`config.mk`:
```
export PLATFORM = sky130hd
export DESIGN_NAME = sensor_frame_writer
export DESIGN_NICKNAME = d
export VERILOG_FILES = /design/src/rtl/sensor_frame_writer_pkg.sv /design/src/rtl/sensor_frame_writer.sv
export SDC_FILE = /design/constraint.sdc
export NUM_CORES = 1
export LEC_CHECK = 0
export ABC_AREA = 1
export BUFFER_PORTS_ARGS = -buffer_cell sky130_fd_sc_hd__buf_2
export CAP_MARGIN = 15
export CORE_ASPECT_RATIO = 1.2
export CORE_UTILIZATION = 50
export CTS_CLUSTER_DIAMETER = 120
export DETAILED_ROUTE_END_ITERATION = 8
export PLACE_DENSITY_LB_ADDON = 0.3
export SYNTH_ARGS = -nofsm -noshare
export SYNTH_HDL_FRONTEND = slang
export SYNTH_SLANG_ARGS = --single-unit
```
`constraint.sdc`:
```
create_clock -name clk -period 4 [get_ports clk]
set_clock_uncertainty 0.2 [all_clocks]
set_input_delay 0.4 -clock clk [delete_from_list [all_inputs] [get_ports clk]]
set_output_delay 0.4 -clock clk [all_outputs]
set_load 0.05 [all_outputs]
```
`src/rtl/sensor_frame_writer_pkg.sv`:
```
// -----------------------------------------------------------------------------
// sensor_frame_writer_pkg
// Constants and types shared by the frame writer and the detector side that
// parses the byte stream.
//   fw_state_e         : frame writer FSM states
//   FW_SYNC_BYTE       : default first byte of every frame
//   FW_FRAME_OVERHEAD  : bytes per frame besides the sample (sync, seq, csum)
// -----------------------------------------------------------------------------
package sensor_frame_writer_pkg;

    typedef enum logic [2:0] {
        ST_IDLE = 3'd0,
        ST_SYNC = 3'd1,
        ST_SEQ  = 3'd2,
        ST_DATA = 3'd3,
        ST_CSUM = 3'd4
    } fw_state_e;

    localparam logic [7:0] FW_SYNC_BYTE      = 8'hA5;
    localparam int         FW_FRAME_OVERHEAD = 3;

endpackage

```
`src/rtl/sensor_frame_writer.sv`:
```
// -----------------------------------------------------------------------------
// sensor_frame_writer
// Takes one SAMPLE_W-bit sample through a valid/ready handshake and writes it
// as a framed byte sequence into a byte FIFO:
//   SYNC_BYTE, seq, sample bytes MSB first, csum (XOR of seq and sample bytes)
//
// Handshake: a sample transfers on a rising edge where sample_valid and
// sample_ready are both 1. sample_ready is 1 only while IDLE; the source must
// hold sample_data stable while sample_valid is 1 and sample_ready is 0.
// On the FIFO side a byte transfers on every edge where fifo_wr_en is 1;
// fifo_wr_en is ~fifo_full in every frame state, and the presented byte does
// not change until it has been written.
//
// Ports:
//   clk, reset        clock; asynchronous active-low reset
//   sample_data       sample to frame
//   sample_valid      sample_data is valid
//   sample_ready      block can accept a sample this cycle
//   fifo_full         downstream FIFO cannot accept a write
//   fifo_wr_en        FIFO write strobe
//   fifo_wr_data      byte to write
//   frame_count       completed frames, wraps 65535 -> 0
//   dbg_state_o       current FSM state, for observation only
// -----------------------------------------------------------------------------
module sensor_frame_writer
    import sensor_frame_writer_pkg::*;
#(
    parameter int         SAMPLE_W  = 16,
    parameter logic [7:0] SYNC_BYTE = FW_SYNC_BYTE
) (
    input  logic                clk,
    input  logic                reset,
    input  logic [SAMPLE_W-1:0] sample_data,
    input  logic                sample_valid,
    output logic                sample_ready,
    input  logic                fifo_full,
    output logic                fifo_wr_en,
    output logic [7:0]          fifo_wr_data,
    output logic [15:0]         frame_count,
    output fw_state_e           dbg_state_o
);

    localparam int NB    = SAMPLE_W / 8;
    // Keep the index at least one bit wide so NB = 1 still elaborates.
    localparam int IDX_W = (NB > 1) ? $clog2(NB) : 1;

    fw_state_e           state_q, state_d;
    logic [SAMPLE_W-1:0] sample_q, sample_d;
    logic [7:0]          seq_q, seq_d;
    logic [7:0]          csum_q, csum_d;
    logic [IDX_W-1:0]    idx_q, idx_d;
    logic [15:0]         frame_count_q, frame_count_d;

    logic [IDX_W-1:0]    byte_sel;
    logic [7:0]          data_byte;
    logic                last_byte;

    always_ff @(posedge clk or negedge reset) begin
        if (!reset) begin
            state_q       <= ST_IDLE;
            sample_q      <= '0;
            seq_q         <= '0;
            csum_q        <= '0;
            idx_q         <= '0;
            frame_count_q <= '0;
        end else begin
            state_q       <= state_d;
            sample_q      <= sample_d;
            seq_q         <= seq_d;
            csum_q        <= csum_d;
            idx_q         <= idx_d;
            frame_count_q <= frame_count_d;
        end
    end

    // idx counts bytes already sent; the byte on the wire is NB-1-idx so the
    // most significant byte leaves first.
    assign byte_sel  = IDX_W'(NB - 1) - idx_q;
    assign last_byte = (idx_q == IDX_W'(NB - 1));

    always_comb begin
        data_byte = '0;
        for (int b = 0; b < NB; b++) begin
            if (byte_sel == IDX_W'(b)) begin
                data_byte = sample_q[8*b +: 8];
            end
        end
    end

    always_comb begin
        state_d       = state_q;
        sample_d      = sample_q;
        seq_d         = seq_q;
        csum_d        = csum_q;
        idx_d         = idx_q;
        frame_count_d = frame_count_q;
        sample_ready  = 1'b0;
        fifo_wr_en    = 1'b0;
        fifo_wr_data  = 8'h00;

        case (state_q)
            ST_IDLE: begin
                sample_ready = 1'b1;
                if (sample_valid) begin
                    sample_d = sample_data;
                    csum_d   = 8'h00;
                    idx_d    = '0;
                    state_d  = ST_SYNC;
                end
            end
            ST_SYNC: begin
                fifo_wr_en   = ~fifo_full;
                fifo_wr_data = SYNC_BYTE;
                if (!fifo_full) begin
                    state_d = ST_SEQ;
                end
            end
            ST_SEQ: begin
                fifo_wr_en   = ~fifo_full;
                fifo_wr_data = seq_q;
                if (!fifo_full) begin
                    csum_d  = csum_q ^ seq_q;
                    state_d = ST_DATA;
                end
            end
            ST_DATA: begin
                fifo_wr_en   = ~fifo_full;
                fifo_wr_data = data_byte;
                if (!fifo_full) begin
                    csum_d = csum_q ^ data_byte;
                    idx_d  = idx_q + 1'b1;
                    if (last_byte) begin
                        state_d = ST_CSUM;
                    end
                end
            end
            ST_CSUM: begin
                fifo_wr_en   = ~fifo_full;
                fifo_wr_data = csum_q;
                if (!fifo_full) begin
                    seq_d         = seq_q + 8'd1;
                    frame_count_d = frame_count_q + 16'd1;
                    state_d       = ST_IDLE;
                end
            end
            default: begin
                state_d = ST_IDLE;
            end
        endcase
    end

    assign frame_count = frame_count_q;
    assign dbg_state_o = state_q;

endmodule

```
==> key figures, run 1 <==
Clock network
  – Max clock buf depth: 2
  – CTS-repair resized insts: 0
  – Clk_lat worst skew: 0.31 ns
  – Clk root buf: clkbuf_8
  – CTS tree: done
  – Hold Buf Count CTS: 1
  – Clock-pin slew on the worst setup and hold paths: 0.10 ns
  – Postcts setup bufs: 0
  – CTS buffer count: 5
  – Clock sink total: 52
  – CTS H-tree lvls: 2

Pwr
  – NetSw: 0.001314 W
  – P_int: 0.001165 W
  – Clk pwr share: 11.6%
  – Power per standard cell area: 743.8 nW/µm²
  – Logic pwr share: 54.5%
  – Leak: 1.868 nW
  – Sw Share: 53.01%
  – Max IR drop VDD: 320.1 µV
  – Reg power frac: 33.9%

STA
  – Setup TNS: 0 ns
  – RSZ-0062 raised after global routing: no
  – Final Setup Violations: 0
  – Slew headroom: 61.62%
  – Max Fclk: 387.8 MHz
  – Setup ws final: 1.421 ns
  – Hold Slack: 0.1331 ns
  – Final Hold Viols: 0
  – Min cycle time layout: 2.579 ns
  – Fin crit share: 64.46%
  – Worst Tran Pin Value: 0.5736 ns
  – Final Max Slew Viols: 0

Logic synthesis
  – Commonest cells post-synth: nand2_1 (147), inv_1 (58), dfrtp_1 (52), nor2_1 (32), nand3_1 (20)
  – Synth top area cells: dfrtp_1 (44%), nand2_1 (19%), inv_1 (7.3%)
  – Ys Warns: 0
  – Largest family of logic cells by synthesized area: simple AND/OR/NAND/NOR gates
  – Simple-gate portion of the synthesized area: 33.66%
  – Ys flop type: dfrtp_1
  – Count leader, synth: nand2_1
  – Synthesized cell area: 2982 µm²
  – Yosys top cell area share: 43.64%
  – Post-synthesis xor/xnor area fraction: 4.112%
  – Post-Synth Adder-Cell Area: 0.8393%
  – Mapped Nets: 425
  – Mux cell area share after synthesis: 0%
  – Register area share after synthesis: 43.64%
  – Synth unique cells: 29
  – Cell count after synthesis: 403
  – Leading area contributor after synthesis: dfrtp_1
  – Average cell area after synthesis: 7.399 µm²
  – Flops & latches, synth: 52
  – EDFF count, synth: 0
  – Synth Area in Compound Gates: 7.218%
  – FFs w/ async S/R, synth: 100.0%

Worst setup path
  – Reg-to-Reg End: frame_count[12]
  – Max Fanout on Critical Path: 19
  – WP buf/inv: 2
  – Max incr delay on CP: 0.52 ns
  – Worst EP arrival: 1.98 ns
  – Critical path's top delay family: flip-flops
  – Worst Setup End Kind: output pin
  – CP Launch Point: dbg_state_o[2]
  – Crit-path cells: inv_2 -> nand3_2 -> o2111ai_1 -> buf_2
  – Worst setup path endpoint: fifo_wr_data[5]
  – R2R setup slack: 1.91 ns
  – Critical Path Stages: 4
  – Cells on worst reg2reg path: 8
  – RR Startpoint: dbg_state_o[1]
  – Startpoint Class: register
  – CP Class: register to output pin
  – Worst path required time: 3.40 ns
  – Critical-path top delay cell: dfrtp_1

Placed design
  – HPWL after detailed placement: 4.988 mm
  – Final RePlAce weighted congestion: 0.9397
  – Placement Setup Slack: 1.775 ns
  – Port-buffer cells: 48

Detailed routing
  – Drt total wl: 6.477 mm
  – Vias: 2606
  – DR WL/cell: 12.20 µm
  – Residual DRC: 0
  – Iter 0 DRT Violations: 100
  – Pre-Repair DR Iteration Count: 5
  – Final ANT Viol Nets: 0
  – Vias/cell: 4.908

GRT
  – First-pass GRT wire length: 11.11 mm
  – Largest net degree at the start of global routing: 33
  – GRT Total Usage: 22.81%
  – Initial antenna violation count: 0
  – Number of global-route vias before repair: 2521
  – Grt total ovfl: 0

Layout
  – Share of cells above drive strength 1: 16.19%
  – Final nets: 473
  – Fill cells: 557
  – Ant diodes: 0
  – Synthesis-to-finish area growth: 11.75%

Die
  – Row Count: 30
  – Die X: 72.50 µm
  – Die area: 6277 µm²
  – Starting density of the core: 52.26%
  – Die height: 86.59 µm
  – Ports: 49
  – Core footprint: 5705 µm²

Min path
  – Worst hold start: sample_data[12]
  – Hold Crit Class: primary input to register

Job
  – MaxCap Viol Count: 0

Outcome
  – Status: complete, no violations
[cell families (layout without fill, tap and decap cells)]
kind of cell / count (synthesis) / count (layout)
flip-flops: 52 / 52
buffers and inverters: 70 / 118
adder cells (fa/ha/maj): 2 / 2
AO/OA/AOI/OAI: 36 / 36
AND/OR/NAND/NOR: 229 / 229
XOR/XNOR: 14 / 14
[worst min-delay path, delay by kind of cell]
kind,cells,cell delay (ns)
AO/OA/AOI/OAI,1,0.10
buffers and inverters,1,0.08
AND/OR/NAND/NOR,1,0.03
[registers in the layout, summed over array words and instances, names as in the netlist]
name,cells
idx_q,1
sample_q,16
seq_q,8
frame_count,16
dbg_state_o,3
csum_q,8
[worst min path at each step]
stage                        end  cells past startpoint
finish              sample_q[12]                      3
floorplan              csum_q[0]                      0
detailed placement   sample_q[4]                      1
CTS                 sample_q[12]                      3
global placement     sample_q[4]                      1
global route        sample_q[12]                      3
[layout make-up]
cell class                 instances  area [µm²]  share of cell area [%]
inverter                          61       229.0                   6.872
tap                               80       100.1                   3.004
timing repair buffer              50       257.7                   7.736
clock inverter                     1       5.005                  0.1502
sequential                        52        1301                   39.05
clock buffer                       6       72.57                   2.178
multi-input combinational        281        1366                   41.01
[power by group through the flow]
stage                     combinational (W)  sequential [W]  clock, W
final                               0.00135        0.000841  0.000287
after global routing                0.00150        0.000867  0.000317
after CTS                           0.00136        0.000841  0.000297
after detailed placement            0.00136        0.000851         0
after global placement              0.00134        0.000844         0
after floorplan                     0.00103        0.000892         0
[placed cells by master, fill, tap and decap left out, drive strengths merged]
| cell | instances |
|---|---|
| a21oi | 16 |
| a31oi | 1 |
| buf | 49 |
| clkbuf | 6 |
| clkinv | 1 |
| dfrtp | 52 |
| dlygate4sd3 | 1 |
| ha | 2 |
| inv | 61 |
| nand2 | 151 |
| nand3 | 22 |
| nand3b | 1 |
| nand4 | 11 |
| nor2 | 39 |
| nor3 | 5 |
| o2111ai | 4 |
| o211ai | 1 |
| o21ai | 9 |
| o221ai | 4 |
| o22ai | 1 |
| xnor2 | 3 |
| xor2 | 11 |
[metrics by stage]
stage	instances	util [%]	area, µm²	power [W]
2_1_floorplan	403	-	2982	0.001924
3_3_place_gp	523	56.86	3244	0.002182
3_5_place_dp	523	56.86	3244	0.002208
4_1_cts	531	58.40	3332	0.002499
5_1_grt	531	58.40	3332	0.002682
6_report	531	58.40	3332	0.002478
[routing by layer]
layer	wire, µm	GRT usage [%]	vias up	part of all wire [%]
met1	2824	26.68	1168	44
met2	3201	40.02	69	49
met4	223	11.59	0	3.4
met3	228	3.721	18	3.5
met5	0	0	-	0
li1	-	-	1351	-
No activity file was read; power rests on OpenSTA's default activity.
==> inputs of run 2 (changes only) <==
clock period = 2.5 ns   (was 4 ns; I/O delays follow)
==> key figures, run 2 (synthesized netlist as in run 1, its figures left out) <==
Worst setup path
  – Critical-path top delay cell: dfrtp_1
  – Crit path top cell by count: nand2_1
  – CP Class: register to output pin
  – R2R setup slack: 0.65 ns
  – Max incr delay on CP: 0.53 ns
  – Max Fanout on Critical Path: 8
  – RR Startpoint: dbg_state_o[1]
  – Worst path required time: 2.05 ns
  – Cells on worst reg2reg path: 8
  – Reg-to-Reg End: csum_q[6]
  – Startpoint Class: register
  – Crit-path cells: nor2_1 -> nand2_1 -> inv_1 -> nand2_1 -> o2111ai_1 -> buf_2
  – Worst Setup End Kind: output pin
  – Worst EP arrival: 1.94 ns

GRT
  – GRT Total Usage: 23.26%
  – Initial antenna violation count: 0
  – Grt total ovfl: 0
  – Number of global-route vias before repair: 2565
  – First-pass GRT wire length: 11.29 mm
  – Largest net degree at the start of global routing: 53

Min path
  – Hold Path Depth: 3
  – Worst hold start: sample_data[6]
  – Hold Crit Class: primary input to register
  – Hold-critical path endpoint: sample_q[6]

Clock network
  – CTS-repair resized insts: 0
  – CTS tree: done
  – CTS buffer count: 5
  – Clock-pin slew on the worst setup and hold paths: 0.09 ns
  – CTS H-tree lvls: 2
  – Clk_lat worst skew: 0.30 ns
  – Clock sink total: 52
  – Max clock buf depth: 2
  – Clk root buf: clkbuf_8

STA
  – Fin crit share: 95.65%
  – Slew headroom: 55.48%
  – Final Max Slew Viols: 0
  – Final Hold Viols: 0
  – Final Setup Violations: 0
  – RSZ-0062 raised after global routing: no
  – Worst Tran Pin Value: 0.6653 ns
  – Min cycle time layout: 2.391 ns
  – Max Fclk: 418.2 MHz

Layout
  – Most frequent cells in the layout: nand2_1 (147), inv_1 (58), dfrtp_1 (52)
  – Final nets: 486
  – Fill cells: 522
  – Commonest non-fill, non-tap cell in the layout: nand2_1
  – Design area: 3485 µm²
  – Share of cells above drive strength 1: 16.56%
  – Area of the multi-input gates: 1366 µm²
  – Synthesis-to-finish area growth: 16.87%
  – FF/Latch Area: 1301 µm²
  – Ant diodes: 0
  – Core Util, Final: 61.07%

Detailed routing
  – DR WL/cell: 12.38 µm
  – Final ANT Viol Nets: 0
  – Iter 0 DRT Violations: 135
  – Vias/cell: 4.927
  – Vias: 2685
  – Pre-Repair DR Iteration Count: 4
  – Drt total wl: 6.745 mm
  – Residual DRC: 0

Die
  – Die area: 6277 µm²
  – Ports: 49
  – Core footprint: 5705 µm²
  – Row Count: 30
  – Die X: 72.50 µm
  – Starting density of the core: 52.26%
  – Die height: 86.59 µm

Placed design
  – Final RePlAce weighted congestion: 0.8974
  – Port-buffer cells: 48
  – Post-placement cell area: 3267 µm²
  – HPWL after detailed placement: 4.926 mm

Job
  – MaxCap Viol Count: 0

Pwr
  – Max IR drop VDD: 511.5 µV
  – Power per standard cell area: 1186 nW/µm²
  – Leak: 1.938 nW

Outcome
  – Status: complete, no violations
## run 2: cell types whose count changed in the layout (fill, tap and decap cells not counted)
cell	delta
buf_4	+3
bufinv_16	+1
dlygate4sd3_1	+10
## run 2: area by class of cell
cell class                      instances  area share, %
Multi-Input combinational cell        281          39.21
Sequential cell                        52          37.34
Timing Repair Buffer                   63          10.92
Inverter                               61          6.571
Tap cell                               80          2.873
Clock buffer                            6          2.083
Clock inverter                          2          1.005
## run 2: worst max path at each step
stage | start | to | slack, ns | cells after the start
4_1_cts | dbg_state_o[2] | fifo_wr_data[0] | 0.13 | 6
5_1_grt | dbg_state_o[2] | fifo_wr_data[0] | 0.01 | 6
3_3_place_gp | dbg_state_o[1] | fifo_wr_data[0] | 0.53 | 3
2_1_floorplan | dbg_state_o[0] | fifo_wr_data[0] | -0.06 | 3
6_report | dbg_state_o[2] | fifo_wr_data[0] | 0.11 | 6
3_5_place_dp | dbg_state_o[2] | fifo_wr_data[0] | 0.51 | 6
## run 2: what timing repair did
item                                    4_1_cts  5_1_grt
setup buffers                                 0        0
endpoints found under the setup margin        0        0
hold buffers                                  9        2
endpoints found under the hold margin        60        2
## run 2: report_power, final
part / internal (W) / total (W) / switching, W
logic: 0.000587 / 0.00221 / 0.00162
registers: 0.00111 / 0.00135 / 0.000243
clock network: 0.000298 / 0.000573 / 0.000275
## run 2: metrics by stage
stage          worst slack [ns]  TNS [ns]  hold WS [ns]  cells  power [W]
6_report                 0.1088         0     0.0007973    545   0.004133
5_1_grt                 0.01108         0       0.01223    545   0.004438
4_1_cts                  0.1322         0     0.0003065    543   0.004144
3_5_place_dp             0.5135         0        0.2114    526   0.003556
3_3_place_gp             0.5280         0        0.2164    526   0.003509
2_1_floorplan          -0.05752   -0.4867       -0.2456    403   0.003078
## run 2: critical path: cells and delay by family (launching register included)
kind / cells / cell delay [ns]
compound gates: 1 / 0.11
buf+inv: 2 / 0.51
flops: 1 / 0.53
simple gates: 3 / 0.49
## run 2: per-layer routing
metal | part of all wire (%) | track usage [%] | vias to the layer above
li1 | - | - | 1377
met1 | 43 | 26.88 | 1241
met2 | 52 | 42.48 | 53
met3 | 2.9 | 3.721 | 14
met4 | 2.4 | 9.269 | 0
met5 | 0 | 0 | -
==> inputs of run 3 (changes only) <==
==> constraint.sdc (replaced) <==
create_clock -name clk -period 2.5 [get_ports clk]
set_clock_uncertainty 0.2 [all_clocks]
set_input_delay 0.25 -clock clk [delete_from_list [all_inputs] [get_ports clk]]
set_output_delay 0.25 -clock clk [all_outputs]
set_load 0.1 [all_outputs]
==> key figures, run 3 (synthesized netlist as in run 1, its figures left out) <==
Outcome
  – Status: complete, but fails checks
  – Failing checks: hold timing

Detailed routing
  – Pre-Repair DR Iteration Count: 4
  – Final ANT Viol Nets: 0
  – Drt total wl: 7.095 mm
  – Vias/cell: 5.015
  – DR WL/cell: 12.97 µm
  – Vias: 2743
  – Residual DRC: 0
  – Iter 0 DRT Violations: 182

Placed design
  – Port-buffer cells: 48
  – HPWL after detailed placement: 5.139 mm
  – Final RePlAce weighted congestion: 0.9210
  – Placed cells: 528

Worst setup path
  – CP Class: register to output pin
  – Worst EP arrival: 1.91 ns
  – Max Fanout on Critical Path: 8
  – Worst path required time: 2.05 ns
  – Worst Setup End Kind: output pin
  – Startpoint Class: register

Die
  – Die area: 6277 µm²
  – Row Count: 30
  – Starting density of the core: 52.26%
  – Die X: 72.50 µm
  – Core footprint: 5705 µm²
  – Ports: 49
  – Die height: 86.59 µm

Clock network
  – Clk_lat worst skew: 0.31 ns
  – CTS H-tree lvls: 2
  – CTS buffer count: 5
  – Clock sink total: 52
  – Clk root buf: clkbuf_8
  – CTS tree: done
  – Postcts setup bufs: 0
  – Clock-pin slew on the worst setup and hold paths: 0.10 ns
  – Max clock buf depth: 2

STA
  – Worst Tran Pin Value: 0.6107 ns
  – Hold Slack: -0.001375 ns
  – Final Max Slew Viols: 0
  – Min cycle time layout: 2.359 ns
  – Fin crit share: 94.36%
  – Final Setup Violations: 0
  – RSZ-0062 raised after global routing: no
  – Final Hold Viols: 2
  – Setup TNS: 0 ns
  – Max Fclk: 423.9 MHz
  – Slew headroom: 59.13%

Min path
  – Hold Crit Class: primary input to register

Job
  – MaxCap Viol Count: 0

Pwr
  – Clk pwr share: 10.7%
  – Max IR drop VDD: 698.0 µV
  – P_int: 0.002477 W
  – Reg power frac: 24.4%
  – Power per standard cell area: 1436 nW/µm²
  – Leak: 2.008 nW
  – Logic pwr share: 64.9%
  – Sw Share: 54.87%
  – NetSw: 0.003012 W

GRT
  – First-pass GRT wire length: 11.87 mm
  – Initial antenna violation count: 0
  – Grt total ovfl: 0
  – GRT Total Usage: 24.25%
  – Largest net degree at the start of global routing: 33
  – Number of global-route vias before repair: 2659

Layout
  – Final nets: 488
  – Fill cells: 509
  – FF/Latch Area: 1305 µm²
  – Area of the multi-input gates: 1534 µm²
  – Finished Layout Cells: 547
  – Share of cells above drive strength 1: 19.91%
  – Commonest non-fill, non-tap cell in the layout: nand2_1
  – Most frequent cells in the layout: nand2_1 (147), inv_1 (57), dfrtp_1 (49)
  – Synthesis-to-finish area growth: 28.20%
  – Core Util, Final: 67.00%
  – Ant diodes: 0
## run 3: cell count changes in the layout (fill, tap and decap cells not counted), moves of 3 or more
cell / change
buf_12: +10
buf_2: -9
dfrtp_1: -3
dfrtp_2: +3
o2111ai_1: -4
o2111ai_4: +4
o221ai_1: -4
o221ai_4: +4
## run 3: path summary, 6_finish.rpt
check	startpoint	to	slack [ns]	depth (start not counted)
setup / recovery	dbg_state_o[2]	fifo_wr_en	0.14	6
hold / removal	sample_data[4]	sample_q[4]	-0.001	3
setup reg to reg	dbg_state_o[2]	dbg_state_o[1]	0.61	8
hold reg to reg	frame_count[3]	frame_count[3]	0.32	1
max in group asynchronous	reset	dbg_state_o[2]	1.28	3
min in group asynchronous	reset	sample_q[0]	0.26	2
## run 3: what timing repair did
item,CTS,global route
gates resized for setup,0,2
setup endpoints to repair,0,8
hold endpoints to repair,33,0
hold buffers,11,0
## run 3: final cells by class
type | instances | area share (%)
Multi-Input combinational cell | 281 | 40.13
Sequential cell | 52 | 34.14
Timing Repair Buffer | 65 | 14.21
Inverter | 61 | 5.990
Tap cell | 80 | 2.619
Clock buffer | 5 | 1.800
Clock inverter | 3 | 1.113
## run 3: power groups by stage
stage | sequential [W] | combinational [W] | clock, W
6_report | 0.00134 | 0.00356 | 0.000590
2_1_floorplan | 0.00161 | 0.00237 | 0
5_1_grt | 0.00137 | 0.00381 | 0.000628
3_5_place_dp | 0.00134 | 0.00353 | 0
4_1_cts | 0.00133 | 0.00355 | 0.000601
3_3_place_gp | 0.00134 | 0.00347 | 0
## run 3: worst max-delay path: stages (launching register included)
cell and delay (ns):
dfrtp_2 0.50, nor2_1 0.22, nand2_1 0.25, nand2_1 0.13
inv_1 0.08, a31oi_4 0.21, buf_12 0.19
## run 3: per-stage QoR
stage	total power (W)	setup slack (ns)	cell area, µm²
after floorplan	0.003983	0.04255	3146
final	0.005488	0.1409	3822
after detailed placement	0.004874	0.3643	3593
after global placement	0.004807	0.4265	3593
after global routing	0.005807	0.05461	3822
after CTS	0.005484	0.03250	3815
## run 3: routing by layer
metal  global-route usage [%]  up-vias  wire length, µm
li1                         -     1380                -
met5                        0        -                0
met1                    28.33     1289             3059
met2                    44.10       64             3679
met4                    9.447        0              113
met3                    3.721       10              242
